<file path="src/rtl/mem_stage.sv">
`default_nettype none
// +------------------------------------------------------------------------+
// | mem_stage                                                              |
// | Memory-access pipeline stage: word load/store over a single-outstanding |
// | req/ack bus, misalignment detection, and the MEM pipeline register.    |
// | Revision: 1.0                                                          |
// +------------------------------------------------------------------------+
module mem_stage (
  input  logic        clk,
  input  logic        reset,
  input  logic        Stall,
  input  logic        Flush,
  input  logic [29:0] EXPC,
  input  logic        EXEn,
  input  logic        EXBrFlag,
  input  logic [1:0]  EXMemOp,
  input  logic [31:0] EXMemWrData,
  input  logic [1:0]  EXCtrlOp,
  input  logic [4:0]  EXDstAddr,
  input  logic        EXGPRWE_,
  input  logic [2:0]  EXExpCode,
  input  logic [31:0] EXOut,
  output logic        MemReq,
  output logic        MemWE,
  output logic [29:0] MemAddr,
  output logic [31:0] MemWrData,
  input  logic        MemAck,
  input  logic [31:0] MemRdData,
  output logic        Busy,
  output logic [29:0] MEMPC,
  output logic        MEMEn,
  output logic        MEMBrFlag,
  output logic [1:0]  MEMCtrlOp,
  output logic [4:0]  MEMDstAddr,
  output logic        MEMGPRWE_,
  output logic [2:0]  MEMExpCode,
  output logic [31:0] MEMOut
);

  localparam logic [1:0] C_OP_LDW  = 2'd1;
  localparam logic [1:0] C_OP_STW  = 2'd2;
  localparam logic [2:0] C_EXC_MIS = 3'd4;

  typedef enum logic [0:0] {
    S_IDLE = 1'b0,
    S_WAIT = 1'b1
  } state_t;

  state_t      r_state;
  logic        r_flush_pend;
  logic        r_hold_valid;
  logic [31:0] r_hold_data;

  logic        w_is_ldw;
  logic        w_is_stw;
  logic        w_mem_op;
  logic        w_mis;
  logic        w_acc;
  logic        w_req;
  logic        w_busy;
  logic        w_done;
  logic        w_bubble;
  logic        w_load;
  logic [31:0] w_rd_data;
  logic [31:0] w_mem_out;

  assign w_is_ldw = (EXMemOp == C_OP_LDW);
  assign w_is_stw = (EXMemOp == C_OP_STW);
  assign w_mem_op = EXEn & (w_is_ldw | w_is_stw) & (EXExpCode == 3'd0);
  assign w_mis    = w_mem_op & (EXOut[1:0] != 2'b00);
  // An acked-but-unconsumed access must not be reissued (a store would repeat).
  assign w_acc    = w_mem_op & (EXOut[1:0] == 2'b00) & ~r_hold_valid;

  // Reset gates the request directly so the bus sees it drop without a clock.
  assign w_req    = ~reset & ((r_state == S_WAIT) | w_acc);
  assign w_busy   = w_req & ~MemAck;
  assign w_done   = w_req & MemAck;

  assign w_bubble = Flush | (r_flush_pend & MemAck);
  assign w_load   = w_bubble | (~Stall & ~w_busy);

  assign w_rd_data = r_hold_valid ? r_hold_data : MemRdData;
  assign w_mem_out = w_is_ldw ? w_rd_data :
                     w_is_stw ? 32'd0     : EXOut;

  assign MemReq    = w_req;
  assign MemWE     = w_is_stw;
  assign MemAddr   = EXOut[31:2];
  assign MemWrData = EXMemWrData;
  assign Busy      = w_busy;

  always_ff @(posedge clk or posedge reset) begin
    if (reset) begin
      r_state      <= S_IDLE;
      r_flush_pend <= 1'b0;
      r_hold_valid <= 1'b0;
      r_hold_data  <= 32'd0;
      MEMPC        <= 30'd0;
      MEMEn        <= 1'b0;
      MEMBrFlag    <= 1'b0;
      MEMCtrlOp    <= 2'd0;
      MEMDstAddr   <= 5'd0;
      MEMGPRWE_    <= 1'b1;
      MEMExpCode   <= 3'd0;
      MEMOut       <= 32'd0;
    end else begin
      case (r_state)
        S_IDLE:  if (w_acc & ~MemAck) r_state <= S_WAIT;
        S_WAIT:  if (MemAck) r_state <= S_IDLE;
        default: r_state <= S_IDLE;
      endcase

      // A flush cannot abort a bus cycle in flight; remember it until the ack.
      if (MemAck)
        r_flush_pend <= 1'b0;
      else if ((r_state == S_WAIT) & Flush)
        r_flush_pend <= 1'b1;

      if (w_load) begin
        r_hold_valid <= 1'b0;
      end else if (w_done) begin
        r_hold_valid <= 1'b1;
        r_hold_data  <= MemRdData;
      end

      if (w_bubble) begin
        MEMPC      <= 30'd0;
        MEMEn      <= 1'b0;
        MEMBrFlag  <= 1'b0;
        MEMCtrlOp  <= 2'd0;
        MEMDstAddr <= 5'd0;
        MEMGPRWE_  <= 1'b1;
        MEMExpCode <= 3'd0;
        MEMOut     <= 32'd0;
      end else if (w_load) begin
        MEMPC      <= EXPC;
        MEMEn      <= EXEn;
        MEMBrFlag  <= EXBrFlag;
        MEMCtrlOp  <= EXCtrlOp;
        MEMDstAddr <= EXDstAddr;
        MEMGPRWE_  <= EXGPRWE_ | w_mis;
        MEMExpCode <= w_mis ? C_EXC_MIS : EXExpCode;
        MEMOut     <= w_mem_out;
      end
    end
  end

endmodule
`default_nettype wire

</file>
<file path="config.mk">
export PLATFORM = sky130hd
export DESIGN_NAME = mem_stage
export DESIGN_NICKNAME = d
export VERILOG_FILES = /design/src/rtl/mem_stage.sv
export SDC_FILE = /design/constraint.sdc
export NUM_CORES = 1
export LEC_CHECK = 0
export ABC_CLOCK_PERIOD_IN_PS = 4700
export BUFFER_PORTS_ARGS = -buffer_cell sky130_fd_sc_hd__buf_2
export CAP_MARGIN = 20
export CORE_AREA = 8 8 118 120
export CTS_CLUSTER_SIZE = 40
export DETAILED_ROUTE_END_ITERATION = 8
export DIE_AREA = 0 0 126 128
export HOLD_SLACK_MARGIN = 0.12
export PLACE_DENSITY = 0.85
export SYNTH_ARGS = -nofsm -noshare
export SYNTH_HDL_FRONTEND = slang
export SYNTH_SLANG_ARGS = --single-unit
</file>
<file path="constraint.sdc">
create_clock -name clk -period 4.7 [get_ports clk]
set_clock_uncertainty 0.1 [all_clocks]
set_input_delay 0.235 -clock clk [delete_from_list [all_inputs] [get_ports clk]]
set_output_delay 0.235 -clock clk [all_outputs]
set_load 0.01 [all_outputs]
</file>
==> impl_metrics.toml <==
[timing]
fin_crit_ps = 2740
worstMarginPinSlew_ps = 1120
rsz0062_at_grt = "no"
finalHoldViolations = 0
finalSetupViolCount = 0
relSlewSlack = 0.251
period_share = 0.583
fmax_mhz = 365
setup_tns_ps = 0
final_max_slew_viol_count = 0

[synth]
synthCells = 548
synth_top_area_share = 0.457
ys_warn_count = 0
synth-seq-cells = 110
yosysSeqAreaShare = 0.461
netlist-cell-type-count = 36
synth_area_leaders = "dfrtp_1 46%, buf_4 8.7%, mux2_2 6.6%"
syn_area_per_cell_um2 = 10.9
syn_nets = 696
syn_area_um2 = 5970
yosys.area.top_type = "dfrtp_1"

[floorplanning]
die_x_um = 126
rows = 41
die_h_um = 128
fp.dieArea_um2 = 16100
initial_core_util = 0.489
io_pins = 286
coreArea_um2 = 12200

[grt]
grt_remaining_overflow = 0
track_usage = 0.227
grt_max_degree = 117
grt_pass1_wl_mm = 29.6
antenna_found_initial = 3
first_global_vias = 5763

[pwr]
swShare = 0.259
p_clk_frac = 0.351
intPower_mw = 1.60
p_per_area_nw_per_um2 = 280
p_comb_frac = 0.178
finalPower_mw = 2.16
max-vdd-ir-drop_uv = 168
total_leakage_power_nw = 3.85
power_frac_seq = 0.471
p_switching_uw = 560

[critical_path]
crit_path_end_kind = "flop"
crit_required_ps = 4830
cp.arrival_ps = 2870
worstSetupPathType = "in2reg"
cp_max_fo = 74
crit_path_start_kind = "input pin"

[place]
hpwl_mm = 11.6
io_buffers = 221
gp_congestion = 0.781

[drt]
vias = 5256
route.detailed.wl_per_inst_um = 20.5
routed_wirelength_mm = 18.6
drt-initial-drc-count = 434
dr.pass1.iters = 5
viasPerCell = 5.80
drc_errors = 0
ant_nets = 0

[status]
status = "finished, final reports clean"

[min_path]
holdCritPathClass = "in2reg"

[clock_network]
htree_levels = 3
post_cts_buffers = 0
clock-root-buffer = "clkbuf_16"
cts_made_buffers = 9
cts.path.max_buffers = 2
clock-sinks = 110
clk_pin_slew_worst_paths_ps = 60
clock_latency_ps = 340
tritoncts = "yes"

[cells_and_area]
syn_to_final_growth_pct = 29.3
finalNetCount = 897
fillers = 929
drive_gt1_frac = 0.424

[run]
drv_cap = 0
-- worst paths after layout --
| check | from | to | slack (ps) | cells after the start |
|---|---|---|---|---|
| setup reg to reg | r_hold_valid | r_hold_data[0] | 2210 | 4 |
| setup / recovery | EXExpCode[0] | MEMOut[4] | 1960 | 7 |
| min in group asynchronous | reset | MEMPC[6] | 380 | 3 |
| max in group asynchronous | reset | r_hold_data[5] | 2770 | 4 |
| hold / removal | EXExpCode[2] | MEMExpCode[2] | 150 | 2 |
| hold reg to reg | r_hold_data[0] | r_hold_data[0] | 400 | 1 |
-- cell usage after synthesis (all sizes together) --
library cell,n
or2,2
or3,1
or4b,1
a21oi,5
nor3,3
o21ai,41
o311a,1
inv,4
o21bai,1
nor3b,4
nand2,42
o211ai,41
a22oi,29
mux2i,1
clkbuf,29
mux2,64
nand3,2
a21o,1
a31o,33
nor4b,1
nor4,32
buf,89
a31oi,1
nor2,8
ha,2
dfrtp,109
dfstp,1
-- sequential cells by signal, summed over array words and instances (netlist names) --
signal	count
MEMBrFlag	1
MEMCtrlOp	2
MEMDstAddr	5
MEMEn	1
MEMExpCode	3
MEMGPRWE_	1
MEMOut	32
MEMPC	30
r_flush_pend	1
r_hold_data	32
r_hold_valid	1
r_state	1
-- layer usage --
layer | GRT usage | share of wire | up-vias
li1 | - | - | 2363
met1 | 0.248 | 0.38 | 2550
met2 | 0.385 | 0.50 | 272
met3 | 0.0632 | 0.077 | 71
met4 | 0.146 | 0.042 | 0
met5 | 0 | 0 | -
-- metrics by stage --
stage | utilization | setup slack, ps | std cells | hold WS (ps) | area (µm²)
floorplan | - | 715 | 548 | 267 | 5970
global placement | 0.537 | 1690 | 807 | 181 | 6560
detailed placement | 0.541 | 1840 | 809 | 197 | 6600
CTS | 0.628 | 2000 | 901 | 138 | 7660
global route | 0.633 | 1870 | 906 | 164 | 7730
finish | 0.633 | 1960 | 906 | 151 | 7730
-- placed cells by master, fill, tap and decap left out, drive strengths merged --
master	n
nand2	42
nor3b	4
bufinv	1
o311a	1
or3	1
dlygate4sd3	77
ha	2
nor2	8
nor4	32
dfstp	1
mux2i	1
buf	231
a21o	1
or4b	1
inv	4
dfrtp	109
clkbuf	12
a31o	33
nand3	2
nor4b	1
o21bai	1
mux2	64
a21oi	5
nor3	3
diode	3
clkinvlp	2
a31oi	1
a22oi	29
o211ai	41
or2	2
o21ai	41
-- repair_timing --
action	CTS	global route
hold buffers	77	0
endpoints found under the setup margin	0	0
endpoints found under the hold margin	108	0
resized for setup	0	0
-- area by class of cell --
class / instances / area [µm²] / share of cell area
timing repair buffer: 308 / 2020 / 0.262
tap: 150 / 188 / 0.0243
inverter: 4 / 17.5 / 0.00227
clock inverter: 3 / 45.0 / 0.00583
sequential: 110 / 2750 / 0.356
clock buffer: 12 / 246 / 0.0319
multi-input combinational: 316 / 2440 / 0.316
antenna: 3 / 7.51 / 0.000972
-- power by group through the flow --
stage / clock network (mW) / registers, mW / logic (mW)
floorplan: 0 / 1.05 / 0.204
global placement: 0 / 1.03 / 0.310
detailed placement: 0 / 1.04 / 0.327
CTS: 0.777 / 1.02 / 0.376
global route: 0.812 / 1.02 / 0.417
finish: 0.760 / 1.02 / 0.385
-- critical path, stage by stage --
cell           delay [ps]
dlygate4sd3_1         540
buf_2                 160
or4b_1                580
nor4b_4               260
buf_4                 670
nor4_1                170
a31o_1                230
-- kinds of logic after synthesis --
| logic type | Yosys count | share of synthesized area |
|---|---|---|
| and+or+nand+nor | 96 | 0.0823 |
| adders and majority gates | 2 | 0.00419 |
| AOI/OAI and AO/OA | 153 | 0.181 |
| muxes | 65 | 0.139 |
| buffers and inverters | 122 | 0.133 |
| DFF | 110 | 0.461 |
(Power assumes the default switching activity.)
